$ cat config.mk
export PLATFORM = sky130hd
export DESIGN_NAME = dtcctf_trgunit
export DESIGN_NICKNAME = d
export VERILOG_FILES = /design/src/rtl/dtcctf_trgunit.sv
export SDC_FILE = /design/constraint.sdc
export NUM_CORES = 1
export LEC_CHECK = 0
export ABC_AREA = 0
export CAP_MARGIN = 20
export CORE_AREA = 2 2 66 68
export DETAILED_ROUTE_END_ITERATION = 6
export DIE_AREA = 0 0 68 70
export GPL_TIMING_DRIVEN = 1
export PLACE_DENSITY = 0.76
export SYNTH_ARGS = -nofsm -noshare
export SYNTH_HDL_FRONTEND = slang
export SYNTH_SLANG_ARGS = --single-unit
export TNS_END_PERCENT = 100
$ cat constraint.sdc
create_clock -name clk0 -period 2.32 [get_ports clk0]
set_input_delay 0.232 -clock clk0 [delete_from_list [all_inputs] [get_ports clk0]]
set_output_delay 0.232 -clock clk0 [all_outputs]
set_load 0.03 [all_outputs]
$ cat src/rtl/dtcctf_trgunit.sv
// Multi-channel DTC/CTF trigger front end: synchronise, mask, combine, and shape triggers with hold-off.
// Optional accepted/lost counters are built only when DTCCTF_TRGCNT_EN is defined.
module dtcctf_trgunit #(
  parameter int unsigned N_CH      = 2,
  parameter int unsigned HOLDOFF_W = 8,
  parameter int unsigned PULSE_W   = 4,
  parameter int unsigned CNT_W     = 16
) (
  input  logic                 clk0,
  input  logic                 rst,
  input  logic [N_CH-1:0]      trg_in,
  input  logic                 clk_ok,
  input  logic [N_CH-1:0]      cfg_invert,
  input  logic [N_CH-1:0]      cfg_enable,
  input  logic                 cfg_mode,
  input  logic [3:0]           cfg_sel,
  input  logic [PULSE_W-1:0]   cfg_pulse,
  input  logic [HOLDOFF_W-1:0] cfg_holdoff,
  input  logic                 cnt_clr,
  output logic                 trg_out,
  output logic                 trg_busy,
  output logic [CNT_W-1:0]     trg_count,
  output logic [CNT_W-1:0]     trg_lost
);

  localparam int unsigned TW = (PULSE_W > HOLDOFF_W) ? PULSE_W : HOLDOFF_W;

  localparam logic [1:0] S_IDLE  = 2'd0;
  localparam logic [1:0] S_PULSE = 2'd1;
  localparam logic [1:0] S_HOLD  = 2'd2;

  logic [N_CH-1:0]      sync1;
  logic [N_CH-1:0]      sync2;
  logic [N_CH-1:0]      masked;
  logic                 sel_lvl;
  logic                 lvl;
  logic                 lvl_prev;
  logic                 evt;
  logic [1:0]           arm_cnt;
  logic                 armed;

  logic [1:0]           state;
  logic [1:0]           state_nxt;
  logic [TW-1:0]        tmr;
  logic [TW-1:0]        tmr_nxt;
  logic [HOLDOFF_W-1:0] hold_len;
  logic [HOLDOFF_W-1:0] hold_nxt;
  logic                 count_inc;
  logic                 lost_inc;

  // Two-flop synchroniser per channel
  always_ff @(posedge clk0) begin
    if (rst) begin
      sync1 <= '0;
      sync2 <= '0;
    end else begin
      sync1 <= trg_in;
      sync2 <= sync1;
    end
  end

  assign masked = (sync2 ^ cfg_invert) & cfg_enable;

  // Out-of-range select leaves sel_lvl at 0
  always_comb begin
    sel_lvl = 1'b0;
    for (int i = 0; i < int'(N_CH); i++) begin
      if (cfg_sel == 4'(i)) sel_lvl = masked[i];
    end
  end

  assign lvl   = cfg_mode ? sel_lvl : (|masked);
  assign armed = (arm_cnt == 2'd3);

  // Arming hides the synthetic edge of a level that was already high during reset
  always_ff @(posedge clk0) begin
    if (rst) begin
      arm_cnt  <= 2'd0;
      lvl_prev <= 1'b0;
      evt      <= 1'b0;
    end else begin
      if (!armed) arm_cnt <= arm_cnt + 2'd1;
      lvl_prev <= lvl;
      evt      <= lvl & ~lvl_prev & armed;
    end
  end

  always_ff @(posedge clk0) begin
    if (rst) begin
      state    <= S_IDLE;
      tmr      <= '0;
      hold_len <= '0;
      trg_out  <= 1'b0;
      trg_busy <= 1'b0;
    end else begin
      state    <= state_nxt;
      tmr      <= tmr_nxt;
      hold_len <= hold_nxt;
      trg_out  <= (state_nxt == S_PULSE);
      trg_busy <= (state_nxt != S_IDLE);
    end
  end

  // Pulse/hold-off sequencing; lengths are captured when a pulse starts
  always_comb begin
    state_nxt = state;
    tmr_nxt   = tmr;
    hold_nxt  = hold_len;
    count_inc = 1'b0;
    lost_inc  = 1'b0;
    case (state)
      S_IDLE: begin
        if (evt) begin
          if (clk_ok) begin
            state_nxt = S_PULSE;
            tmr_nxt   = (cfg_pulse == '0) ? TW'(1) : TW'(cfg_pulse);
            hold_nxt  = cfg_holdoff;
            count_inc = 1'b1;
          end else begin
            lost_inc = 1'b1;
          end
        end
      end
      S_PULSE: begin
        lost_inc = evt;
        if (!clk_ok) begin
          state_nxt = S_IDLE;
        end else if (tmr == TW'(1)) begin
          if (hold_len != '0) begin
            state_nxt = S_HOLD;
            tmr_nxt   = TW'(hold_len);
          end else begin
            state_nxt = S_IDLE;
          end
        end else begin
          tmr_nxt = tmr - TW'(1);
        end
      end
      S_HOLD: begin
        lost_inc = evt;
        if (!clk_ok || (tmr == TW'(1))) begin
          state_nxt = S_IDLE;
        end else begin
          tmr_nxt = tmr - TW'(1);
        end
      end
      default: state_nxt = S_IDLE;
    endcase
  end

`ifdef DTCCTF_TRGCNT_EN
  // Saturating counters; clear wins over a coincident increment
  always_ff @(posedge clk0) begin
    if (rst || cnt_clr) begin
      trg_count <= '0;
      trg_lost  <= '0;
    end else begin
      if (count_inc && !(&trg_count)) trg_count <= trg_count + CNT_W'(1);
      if (lost_inc && !(&trg_lost))   trg_lost  <= trg_lost + CNT_W'(1);
    end
  end
`else
  logic unused_cnt;
  assign unused_cnt = ^{cnt_clr, count_inc, lost_inc};
  assign trg_count  = '0;
  assign trg_lost   = '0;
`endif

endmodule

==> flow_summary_export.csv, run 1 <==
group,metric,value,unit
critical_path,start_kind,"register",
timing,fmax,491,MHz
synth,ys.flop_type,"dfxtp_1",
cts,path_clk_slew,0.10,ns
synth,synth_xor_area_share,2.48,%
die,die_width,68,um
layout,syn_to_final_growth,15.4,%
synth,synth_fa_ha_area_share,5.67,%
timing,rsz0062_at_grt,"false",
timing,max_slew_margin,65.0,%
routing,wl,3.50,mm
layout,drive_gt1_share,4.96,%
critical_path,worst_path_largest_cell_delay,0.46,ns
critical_path,crit_type,"register to register",
synth,yosys-mux-area-fraction,0.567,%
timing,setup_viol,0,
power_and_ir_drop,irDropWorstVdd,0.279,mV
status,status,"complete, no violations",
place,dpl.hpwl,2.72,mm
timing,fin_crit_sh,87.8,%
critical_path,crit_cells,7,
timing,finalSetupTns,0,ns
critical_path,cp.required,2.51,ns
cts,cts_htree_levels,1,
critical_path,arrival,2.22,ns
cts,cts.path.max_buffers,2,
cts,cts.root.buffer_cell,"clkbuf_8",
layout,multiInputGateArea,0.00101,mm2
run,cap_violations,0,
synth,synth_top_area_share,31.8,%
synth,syn-instance-count,217,
synth,yosysMostFrequentCell,"buf_4",
die,die_area,0.00476,mm2
routing,ant_nets,0,
critical_path,r2r.worst_path.cells,7,
global_routing,grt_pass1_wl,5.81,mm
die,start_util,42.6,%
routing,wl_per_cell,11.9,um
layout,num-fill-cells,431,
synth,synth_compound_area_share,20.9,%
synth,ys_types,51,
die,coreArea,0.00414,mm2
global_routing,grt_usage,15.4,%
die,die_h,70,um
cts,cts_resized,0,
layout,seq_area,561,um2
synth,synth_edf_count,0,
die,io_pins,61,
critical_path,slowest_stage,"dfxtp_1",
min_path,hp-class,"register to register",
die,num_rows,24,
layout,antenna_cells,0,
critical_path,critical_path_buf_inv_count,1,
power_and_ir_drop,p_total,0.00107,W
place,io_buffer_count,27,
synth,ys_seq_elements,28,
synth,yosys_warnings,0,
synth,synth_top_family_by_area,"compound AO/OA/AOI/OAI gates",
synth,synth.avg_cell_area,8.14,um2
cts,ctsHoldBuffers,0,
synth,syn_area,0.00177,mm2
global_routing,grt_pass1_vias,1392,
cts,cts.sinks,28,
critical_path,crit_family,"compound AO/OA/AOI/OAI gates",
routing,vias_per_cell,5.14,
routing,drcViolationCount,0,
cts,numCtsBuffers,3,
critical_path,critical_path.cell_chain,"ha_1, nor3b_1, a21boi_1, o31ai_2, buf_4, a311oi_1, a211oi_1",
synth,ys_top_cells_by_area,"dfxtp_1 (32%), buf_4 (14%), ha_1 (5.7%)",
place,gp_congestion,0.892,
min_path,hold_path_depth,1,
timing,post-route-min-period,2.04,ns
timing,clock_skew,0.00529,ns
synth,async_flop_share,0,%
synth,yosys.area_share.simple,20.6,%
critical_path,cp_max_fo,11,
global_routing,grt_max_degree,17,
synth,yosys.area.top_type,"dfxtp_1",
power_and_ir_drop,pwr_density_cell,526,mW/mm2
global_routing,overflow,0,
routing,vias,1512,
cts,worstSkewPairLatency,0.27,ns
layout,nNetsFinal,278,
critical_path,cp-end-kind,"register",
synth,seq_area_frac_synth,31.8,%
timing,tightest_slew,0.523,ns
power_and_ir_drop,p_leak,0.853,nW
routing,firstDrtPassIters,4,
cts,cts_tree,"done",
synth,synth_common_cells,"buf_4 (32), dfxtp_1 (28), nand2_1 (22)",
global_routing,antenna_found_initial,0,
cts,cts_setup_buffers,0,
timing,hold_viol_final,0,
routing,drt_iter0_drc,76,
timing,drv_slew,0,
[stage by stage]
| stage | hold slack, ns | worst slack (ns) | utilization [%] | instance area (um2) | instances |
|---|---|---|---|---|---|
| after CTS | 0.402 | 0.295 | 49.2 | 2040 | 294 |
| after global routing | 0.419 | 0.103 | 49.2 | 2040 | 294 |
| final | 0.397 | 0.284 | 49.2 | 2040 | 294 |
| after floorplan | 0.360 | 0.397 | - | 1880 | 248 |
| after detailed placement | 0.387 | 0.326 | 47.5 | 1970 | 290 |
| after global placement | 0.380 | 0.357 | 47.5 | 1970 | 290 |
[final timing paths]
check,from,endpoint,slack [ns]
max,tmr[0],tmr[0],0.28
min,lvl_prev,evt,0.40
max reg2reg,tmr[0],tmr[0],0.28
min reg2reg,lvl_prev,evt,0.40
[metal layers]
layer	up-vias	global-route usage, %	wire, um
met5	-	0	0
met4	0	4.89	61
met3	6	2.90	217
met2	63	25.5	1640
met1	690	20.0	1580
li1	753	-	-
[cell families after synthesis]
family,after synthesis
buf+inv,50
compound gates,54
other cells,1
fa+ha+maj,8
flops,28
simple gates,70
xor+xnor,5
mux,1
[layout make-up]
class,instances,share of cell area [%]
Inverter,9,1.66
Sequential cell,28,27.5
Tap cell,52,3.19
Multi-Input combinational cell,170,49.4
Clock buffer,3,2.03
Timing Repair Buffer,31,14.7
Clock inverter,1,1.47
[cell usage in the layout, fill, tap and decap left out, drive strengths merged, types with 2 or more instances in the layout]
master	count
a21boi	2
dfxtp	28
nand2	22
clkdlybuf4s50	27
or4	2
o41ai	3
nor2b	7
inv	9
clkbuf	3
xnor2	2
a21o	3
o31ai	4
nor3	7
xor2	3
nor2	10
nand2b	2
a31oi	4
nand3	4
a32oi	2
ha	8
a21oi	18
a32o	2
or3	4
o2bb2ai	2
buf	4
nor4	4
nand3b	2
o21ai	6
conb	32
[state kept, by name (all words and copies together) (netlist names)]
register,flops
evt,1
hold_len,8
trg_busy,1
tmr,8
trg_out,1
state,2
sync2,2
sync1,2
arm_cnt,2
lvl_prev,1
[worst reg2reg max path, stage by stage, from the launching register on]
cell      delay (ns)
dfxtp_1         0.46
ha_1            0.20
nor3b_1         0.31
a21boi_1        0.17
o31ai_2         0.30
buf_4           0.23
a311oi_1        0.06
a211oi_1        0.21
[power by group]
part / internal, W / total, W / switching (W)
sequential: 0.000495 / 0.000503 / 0.00000855
clock: 0.000231 / 0.000383 / 0.000152
combinational: 0.0000694 / 0.000185 / 0.000116
(Power assumes the default switching activity.)
==> run 2: changes to the inputs <==
--- a/config.mk
+++ b/config.mk
@@ -7,11 +7,11 @@
 export LEC_CHECK = 0
 export ABC_AREA = 0
 export CAP_MARGIN = 20
-export CORE_AREA = 2 2 66 68
+export CORE_AREA = 2 2 89 91
 export DETAILED_ROUTE_END_ITERATION = 6
-export DIE_AREA = 0 0 68 70
-export GPL_TIMING_DRIVEN = 1
-export PLACE_DENSITY = 0.76
+export DIE_AREA = 0 0 91 93
+export GPL_TIMING_DRIVEN = 0
+export PLACE_DENSITY = 0.45
 export SYNTH_ARGS = -nofsm -noshare
 export SYNTH_HDL_FRONTEND = slang
 export SYNTH_SLANG_ARGS = --single-unit
==> flow_summary_export.csv, run 2 (synthesized netlist as in run 1, its figures left out) <==
group,metric,value,unit
global_routing,antenna_found_initial,0,
place,io_buffer_count,27,
power_and_ir_drop,irDropWorstVdd,0.215,mV
timing,drv_slew,0,
cts,numCtsBuffers,3,
timing,setup_viol,0,
cts,cts.sinks,28,
routing,ant_nets,0,
die,num_rows,32,
layout,syn_to_final_growth,34.1,%
routing,vias,1607,
min_path,hp-class,"register to register",
critical_path,cp_max_fo,10,
timing,rsz0062_at_grt,"false",
cts,cts_resized,2,
timing,tightest_slew,0.642,ns
routing,drt_iter0_drc,92,
die,die_h,93,um
critical_path,cp-end-kind,"register",
die,coreArea,0.00753,mm2
timing,fin_crit_sh,93.0,%
timing,post-route-min-period,2.16,ns
critical_path,timing.rr.end,"tmr[6]",
critical_path,start_kind,"register",
power_and_ir_drop,p_total,0.00113,W
routing,vias_per_cell,4.22,
place,gp_congestion,0.864,
layout,antenna_cells,0,
die,die_area,0.00846,mm2
cts,cts_tree,"done",
routing,wl_per_cell,11.5,um
status,status,"complete, no violations",
global_routing,grt_pass1_wl,7.56,mm
critical_path,cp.required,2.50,ns
cts,ctsHoldBuffers,0,
routing,wl,4.39,mm
timing,fmax,463,MHz
cts,cts_htree_levels,1,
layout,layout_commonest_cell,"buf_4",
cts,cts.root.buffer_cell,"clkbuf_8",
critical_path,startpoint,"tmr[0]",
critical_path,crit_path_end,"tmr[6]",
cts,cts_setup_buffers,0,
global_routing,grt_max_degree,17,
critical_path,arrival,2.33,ns
timing,hold_viol_final,0,
critical_path,r2r.worst_path.cells,7,
critical_path,reg2reg_slack,0.16,ns
layout,layout_common_cells,"buf_4 (33), conb_1 (32), dfxtp_1 (28), clkdlybuf4s50_1 (27), nand2_1 (22)",
layout,finish.utilization,31.4,%
routing,drcViolationCount,0,
global_routing,grt_usage,10.8,%
cts,path_clk_slew,0.10,ns
place,dpl.hpwl,3.41,mm
die,start_util,23.5,%
routing,firstDrtPassIters,4,
die,die_width,91,um
layout,num-fill-cells,815,
cts,cts.path.max_buffers,2,
layout,top_regs,"hold_len: 8 flops, tmr: 8 flops",
die,io_pins,61,
critical_path,r2r-start,"tmr[0]",
layout,nNetsFinal,315,
run,cap_violations,0,
global_routing,overflow,0,
cts,worstSkewPairLatency,0.28,ns
power_and_ir_drop,pwr_density_cell,476,mW/mm2
power_and_ir_drop,p_leak,1.04,nW
timing,max_slew_margin,57.2,%
critical_path,crit_type,"register to register",
layout,drive_gt1_share,15.8,%
timing,clock_skew,0.00679,ns
global_routing,grt_pass1_vias,1594,
-- run 2: changes by cell type in the layout (fill, tap and decap cells not counted), sizes merged --
cell / previous run / this run
clkbuf: 3 / 9
buf: 4 / 35
-- run 2: worst min path at each step --
stage / from / slack (ns) / cells after the start / to
final: lvl_prev / 0.40 / 1 / evt
after global routing: lvl_prev / 0.43 / 1 / evt
after CTS: lvl_prev / 0.40 / 1 / evt
after detailed placement: lvl_prev / 0.38 / 1 / evt
after global placement: lvl_prev / 0.38 / 1 / evt
after floorplan: trg_in[0] / 0.36 / 1 / sync1[0]
-- run 2: per-layer routing --
| layer | up-vias | part of all wire (%) | track usage (%) |
|---|---|---|---|
| li1 | 829 | - | - |
| met1 | 717 | 46 | 13.1 |
| met2 | 57 | 47 | 19.7 |
| met3 | 4 | 5.6 | 2.18 |
| met4 | 0 | 0.59 | 2.53 |
| met5 | - | 0 | 0 |
-- run 2: worst max-delay path: stages, from the launching register on --
cell      delay, ns
dfxtp_1        0.49
ha_1           0.21
nor3b_2        0.22
a21boi_1       0.16
o31ai_4        0.36
buf_4          0.25
nor2_1         0.07
a32o_2         0.29
-- run 2: power by group --
group          internal (W)  total [W]  switching [W]
clock network      0.000231   0.000393       0.000162
registers          0.000495   0.000504     0.00000879
logic              0.000105   0.000231       0.000126
-- run 2: per-stage QoR --
stage	cells	setup TNS, ns	hold slack, ns	cell area, um2	setup WS, ns
2_1_floorplan	248	0	0.360	1880	0.397
3_3_place_gp	377	-0.180	0.381	2280	-0.100
3_5_place_dp	377	-0.132	0.383	2280	-0.0758
4_1_cts	381	0	0.398	2360	0.0649
5_1_grt	381	0	0.431	2370	0.0244
6_report	381	0	0.400	2370	0.161
-- run 2: final cells by class --
type,count,area (um2),area share (%)
Sequential cell,28,561,23.7
Multi-Input combinational cell,170,1020,43.1
Buffer,41,283,11.9
Inverter,9,33.8,1.43
Clock buffer,3,41.3,1.74
Tap cell,102,128,5.39
Timing Repair Buffer,27,270,11.4
Clock inverter,1,30.0,1.27
==> run 3: changes to the inputs <==
--- a/config.mk
+++ b/config.mk
@@ -7,11 +7,12 @@
 export LEC_CHECK = 0
 export ABC_AREA = 0
 export CAP_MARGIN = 20
-export CORE_AREA = 2 2 89 91
+export CORE_AREA = 2 2 70 72
 export DETAILED_ROUTE_END_ITERATION = 6
-export DIE_AREA = 0 0 91 93
+export DIE_AREA = 0 0 72 74
 export GPL_TIMING_DRIVEN = 0
-export PLACE_DENSITY = 0.45
+export HOLD_SLACK_MARGIN = 0.03
+export PLACE_DENSITY = 0.68
 export SYNTH_ARGS = -nofsm -noshare
 export SYNTH_HDL_FRONTEND = slang
 export SYNTH_SLANG_ARGS = --single-unit
==> constraint.sdc (replaced) <==
create_clock -name clk0 -period 2.32 [get_ports clk0]
set_input_delay 0.348 -clock clk0 [delete_from_list [all_inputs] [get_ports clk0]]
set_output_delay 0.348 -clock clk0 [all_outputs]
set_load 0.03 [all_outputs]
==> flow_summary_export.csv, run 3 (synthesized netlist as in run 1, its figures left out) <==
group,metric,value,unit
global_routing,grtUsageMet1,19.2,%
cts,ctsHoldBuffers,0,
routing,wl,3.89,mm
timing,drv_slew,0,
global_routing,overflow,0,
routing,firstDrtPassIters,4,
cts,cts.path.max_buffers,2,
layout,num-fill-cells,451,
critical_path,cp_max_fo,10,
place,gp_congestion,0.916,
critical_path,r2r-start,"tmr[0]",
critical_path,arrival,2.37,ns
layout,layout.cells.non_filler,333,
critical_path,timing.rr.end,"tmr[6]",
routing,vias,1640,
die,io_pins,61,
cts,numCtsBuffers,3,
timing,rsz0062_at_grt,"false",
place,place_inst,329,
die,start_util,38.4,%
power_and_ir_drop,p_leak,1.03,nW
cts,cts.root.buffer_cell,"clkbuf_8",
critical_path,cp.required,2.50,ns
timing,max_slew_margin,65.5,%
cts,worstSkewPairLatency,0.28,ns
layout,syn_to_final_growth,29.6,%
min_path,min_from,"lvl_prev",
critical_path,crit_type,"register to register",
global_routing,grt_max_degree,16,
timing,tightest_slew,0.518,ns
global_routing,grt_pass1_wl,6.35,mm
global_routing,use_met3,2.44,%
timing,fin_crit_sh,94.1,%
die,die_h,74,um
die,die_width,72,um
global_routing,met2_usage,25.8,%
timing,finalSetupTns,0,ns
routing,drcViolationCount,0,
min_path,hold_path_depth,1,
cts,cts.sinks,28,
power_and_ir_drop,irDropWorstVdd,0.309,mV
layout,layout_common_cells,"buf_4 (32), conb_1 (32), dfxtp_1 (28), clkdlybuf4s50_1 (27), nand2_1 (22)",
die,num_rows,25,
routing,drt_iter0_drc,72,
critical_path,cp-end-kind,"register",
critical_path,reg2reg_slack,0.14,ns
die,die_area,0.00533,mm2
place,io_buffer_count,27,
timing,post-route-min-period,2.18,ns
timing,clock_skew,0.00884,ns
cts,path_clk_slew,0.10,ns
cts,cts_setup_buffers,0,
layout,drive_gt1_share,15.8,%
critical_path,start_kind,"register",
critical_path,r2r.worst_path.cells,7,
routing,ant_nets,0,
die,coreArea,0.00460,mm2
cts,cts_htree_levels,1,
timing,fmax,458,MHz
routing,wl_per_cell,11.7,um
layout,nNetsFinal,315,
place,dpl.hpwl,2.95,mm
run,cap_violations,0,
layout,antenna_cells,0,
global_routing,grt_usage,14.8,%
min_path,hp-class,"register to register",
global_routing,antenna_found_initial,0,
min_path,holdPathEnd,"evt",
status,status,"complete, no violations",
power_and_ir_drop,pwr_density_cell,454,mW/mm2
global_routing,grt_pass1_vias,1411,
routing,vias_per_cell,4.92,
timing,hold_viol_final,0,
global_routing,busiest_layer,"met2",
layout,top_regs,"hold_len: 8 flops, tmr: 8 flops",
cts,cts_tree,"done",
timing,setup_viol,0,
## run 3: changes by cell type in the layout (fill, tap and decap cells not counted), sizes merged
cell    delta
bufinv     -1
clkbuf     +1
## run 3: final cells by class
class	count	area, um2	area share [%]
buffer	41	280	12.2
timing repair buffer	27	270	11.8
multi-input combinational	170	1020	44.6
sequential	28	561	24.5
clock buffer	4	55.1	2.41
tap	54	67.6	2.95
inverter	9	33.8	1.48
## run 3: critical path, stage by stage, from the launching register on
cell and delay (ns):
dfxtp_1 0.47, ha_1 0.20, nor3b_2 0.21, a21boi_1 0.15, o31ai_2 0.39, buf_2 0.30, nor2_1 0.09, a32o_2 0.29
## run 3: how the worst max path moves through the flow
stage,startpoint,end,slack [ns],cells past startpoint
2_1_floorplan,tmr[0],tmr[6],0.40,7
3_3_place_gp,tmr[0],tmr[6],0.01,7
3_5_place_dp,tmr[0],tmr[6],0.02,7
4_1_cts,tmr[0],tmr[6],0.04,7
5_1_grt,tmr[1],tmr[6],0.0001,8
6_report,tmr[0],tmr[6],0.14,7
## run 3: per-stage QoR
step                      util (%)  hold WS, ns  setup slack, ns  power [W]  instance area [um2]
after floorplan                  -        0.374            0.397   0.000681                 1880
after global placement        48.3        0.378           0.0146   0.000739                 2220
after detailed placement      48.3        0.386           0.0241   0.000741                 2220
after CTS                     49.5        0.400           0.0355    0.00104                 2270
after global routing          49.8        0.428         0.000133    0.00108                 2290
final                         49.8        0.394            0.137    0.00104                 2290
## run 3: repair_timing
action / 4_1_cts / 5_1_grt
cloned: 0 / 0
resized for setup: 0 / 2
pin swaps: 1 / 0
hold endpoints to repair: 0 / 0
endpoints found under the setup margin: 1 / 3
## run 3: layer usage
metal / share of wire [%] / wire length [um]
met5: 0 / 0
met4: 1.5 / 59
met3: 7.1 / 275
met2: 47 / 1830
met1: 44 / 1720
## run 3: where the power goes
group          switching [W]  internal, W
Sequential        0.00000864     0.000495
Combinational       0.000124     0.000105
Clock               0.000154     0.000152
==> RTL change 1: new RTL, settings of run 2 <==
Set the parameter `CNT_W` to 12 (it was 16).
--- a/src/rtl/dtcctf_trgunit.sv
+++ b/src/rtl/dtcctf_trgunit.sv
@@ -6,3 +6,3 @@
   parameter int unsigned PULSE_W   = 4,
-  parameter int unsigned CNT_W     = 16
+  parameter int unsigned CNT_W     = 12
 ) (
Ports: changed (resized trg_count and trg_lost); port bits go from 61 to 53. No check against the original RTL was run, so the function may have changed too.
==> RTL change 1 against run 2 <==
Power down 2.7%; sequential cell count unchanged; sequential power about the same; worst hold slack improved by 0.010 ns; worst setup slack got worse by 0.0057 ns; wire length is 1.7% lower; synthesized area fell by 3.4%; final area fell by 3.4%.
==> RTL change 1: results (changes against run 2) <==
[placement]
placed_cell_area_mm2 = 0.002190  ; -4.0%
place_inst = 361  ; -4.2%
hpwl_um = 3296  ; -3.2%
dp_slack_ns = -0.07646  ; -0.0006837 ns

[layout]
layout.area.seq_um2 = 560.5  ; unchanged
nets = 299  ; -5.1%
fin_util = 0.3037  ; -0.01081
n_antenna_cell = 0  ; unchanged
fill_cells = 830  ; +1.8%
clockNetworkAreaShare = 0.03120  ; +0.001072
multi_input_gates = 162  ; -4.7%
buffers = 60  ; -12%
drive_above_1_share = 0.1369  ; -0.02082
multi_input_area_share = 0.4373  ; +0.006039
flops_and_latches = 28  ; unchanged

[global_route]
use_met1 = 0.1327  ; +0.001810
grtUsageTotal = 0.1030  ; -0.005226
grtUsageMet2 = 0.1716  ; -0.02531
grt_pass1_vias = 1494  ; -6.3%
grt_pass1_wl_um = 7141  ; -5.6%
met3_usage = 0.02579  ; +0.004029

[yosys]
synth_seq_area_share = 0.3287  ; +0.01118
synth.avg_cell_area_um2 = 8.160  ; +0.30%
synthTopCellsByArea = dfxtp_1 33%, buf_4 11%, ha_1 5.9%

[detailed_routing]
drt-total-wl_um = 4318  ; -1.7%
vias = 1552  ; -3.4%
first_iter_violations = 55  ; -40%

[worst_setup_path]
r2r_end = tmr[6]$_SDFFE_PP0P_
cp-start-kind = flip-flop

[hold_path]
worstHoldEndpoint = evt$_SDFF_PP0_

[power_and_ir_drop]
power_leakage_nw = 0.9720  ; -6.1%
peakVddDrop_uv = 237.3  ; +10%

[timing]
worstMarginPinSlew_ns = 0.6058  ; -0.03610 ns
timing.hold.ws_ns = 0.4102  ; +0.01013 ns
finalCritPeriodShare = 0.9329  ; +0.002467
skew_ns = 0.002181  ; -0.004606 ns

[outcome]
status = finished, final reports clean

==> RTL change 1: report_power, final <==
| group | internal, mW | switching (mW) | leakage (nW) | total [mW] |
|---|---|---|---|---|
| registers | 0.495 | 0.00840 | 0.227 | 0.503 |
| logic | 0.0964 | 0.108 | 0.709 | 0.205 |
| clock network | 0.231 | 0.159 | 0.0357 | 0.390 |
==> RTL change 1: cell families (layout without fill, tap and decap cells) <==
logic type               after synthesis  count (layout)  share of synthesized area
XOR/XNOR                               5               5                    0.02568
multiplexers                           1               1                   0.005870
AND/OR/NAND/NOR                       70              70                     0.2135
buffers and inverters                 42              73                     0.1489
adder cells (fa/ha/maj)                8               8                    0.05870
AO/OA/AOI/OAI                         54              54                     0.2164
flip-flops                            28              28                     0.3287
other                                  1              24                   0.002199
==> RTL change 1: metal layers <==
metal / wire (um) / vias to the layer above / part of all wire
li1: - / 805 / -
met1: 2115 / 695 / 0.49
met2: 1913 / 48 / 0.44
met3: 245 / 4 / 0.057
met4: 43 / 0 / 0.010
met5: 0 / - / 0
==> RTL change 2: new RTL, settings of run 2 <==
Made on the original files. Add an input register stage for `cfg_sel`; this delays it by one clock. The other inputs are not delayed to match.
--- a/src/rtl/dtcctf_trgunit.sv
+++ b/src/rtl/dtcctf_trgunit.sv
@@ -30,2 +30,8 @@
   localparam logic [1:0] S_HOLD  = 2'd2;
+
+  logic [3:0] cfg_sel_q;
+
+  always_ff @(posedge clk0) begin
+    cfg_sel_q <= cfg_sel;
+  end
 
@@ -67,3 +73,3 @@
     for (int i = 0; i < int'(N_CH); i++) begin
-      if (cfg_sel == 4'(i)) sel_lvl = masked[i];
+      if (cfg_sel_q == 4'(i)) sel_lvl = masked[i];
     end
Function: changed (a bounded check fails within 10 cycles, from zero or initial values and one cycle with rst high).
==> RTL change 2 against run 2 <==
Sequential cell count up 4; wire length shrank 6.5%; synthesized area grew 4.5%; power up 17%; clock skew about the same; count of clock-buffer cells in the layout is 3 higher; worst setup slack got worse by 0.028 ns; final area grew 4.9%; critical endpoint is now trg_busy$_SDFF_PP0_; largest cell class unchanged; highest routed layer unchanged.
==> RTL change 2: results (changes against run 2) <==
[layout]
reg_top3 = hold_len (8), tmr (8), cfg_sel_q (4)
buffers = 69  ; +1.5%
syn_to_final_growth_pct = 34.58
nets = 319  ; +1.3%
buf_share = 0.2322  ; -0.001373
multi_input_gates = 168  ; -1.2%
fill_cells = 820  ; +0.61%
n_clock_buffer = 6  ; +3
drive_above_1_share = 0.1993  ; +0.04159
clockNetworkAreaShare = 0.04332  ; +0.01320
layout.area.seq_um2 = 641.9  ; +15%

[global_route]
met3_usage = 0.02981  ; +0.008058
grt_pass1_wl_um = 6706  ; -11%
grtUsageMet2 = 0.1772  ; -0.01975
grt_max_degree = 11  ; -6
use_met1 = 0.1123  ; -0.01866
grtUsageTotal = 0.09911  ; -0.009071

[placement]
dp_slack_ns = -0.1268  ; -0.05098 ns
hpwl_um = 3144  ; -7.7%
place_inst = 379  ; +0.53%
placed_cell_area_mm2 = 0.002360  ; +3.5%
gp_congestion = 0.7699  ; -11%

[yosys]
synthTopCellsByCount = 33 x buf_4, 32 x dfxtp_1, 23 x a21oi_1
synth.avg_cell_area_um2 = 8.427  ; +3.6%
ys_types = 46  ; -9.8%
ys_ff_latch = 32  ; +14%
synthTopCellsByArea = dfxtp_1 35%, buf_4 13%, a21oi_1 6.2%
synth_seq_area_share = 0.3471  ; +0.02961

[hold_path]
min_path_type = primary input to flip-flop
worstHoldEndpoint = cfg_sel_q[2]$_DFF_P_
min-delay-start = cfg_sel[2]

[detailed_routing]
drt-total-wl_um = 4107  ; -6.5%
drt-wirelength-per-cell_um = 10.59  ; -8.2%
dr_wl_met2_um = 2049  ; -1.5%
first_iter_violations = 80  ; -13%
met3_length_um = 204  ; -17%
wl_met1_um = 1815  ; -11%
viasPerCell = 4.119  ; -2.4%

[power_and_ir_drop]
peakVddDrop_uv = 264.3  ; +23%
power_switching_mw = 0.3305  ; +11%

[worst_setup_path]
ff2ff_path_depth = 8  ; +1
r2r_end = trg_busy$_SDFF_PP0_
critical_path.top_delay_family = simple AND/OR/NAND/NOR gates
max_stage_delay_ns = 0.51  ; +0.02 ns
cpMaxStageDelayCell = or3b_2
crit_path_end = trg_busy$_SDFF_PP0_

[cts]
cts_max_level = 2  ; +1
cts.clk_slew.worst_paths_ns = 0.07  ; -0.03 ns
numCtsBuffers = 5  ; +2

[timing]
timing.hold.ws_ns = 0.3935  ; -0.006632 ns

[outcome]
status = finished, final reports clean

-- RTL change 2: cell count changes after synthesis, sizes merged, moves of 3 or more --
cell and change:
a21oi +6, dfxtp +4, o2bb2ai +4, a21o -3, buf +3, clkbuf -3
o41ai -3
-- RTL change 2: cells by family after synthesis --
family          count (synthesis)  share of synthesized area
simple gates                   64                     0.1770
mux                             3                    0.01966
fa+ha+maj                       7                    0.04746
buf+inv                        50                     0.1803
other cells                     1                   0.002032
compound gates                 56                     0.1980
xor+xnor                        6                    0.02847
flops                          32                     0.3471
-- RTL change 2: repair_timing --
item,in CTS,in global routing
pin swaps,0,1
setup endpoints to repair,6,8
buffers inserted,0,1
gates resized for setup,2,1
-- RTL change 2: power by group through the flow --
stage / sequential (mW) / combinational [mW] / clock [mW]
after floorplan: 0.587 / 0.156 / 0
after global placement: 0.587 / 0.211 / 0
after detailed placement: 0.588 / 0.212 / 0
after CTS: 0.575 / 0.213 / 0.546
after global routing: 0.577 / 0.230 / 0.572
final: 0.575 / 0.213 / 0.527
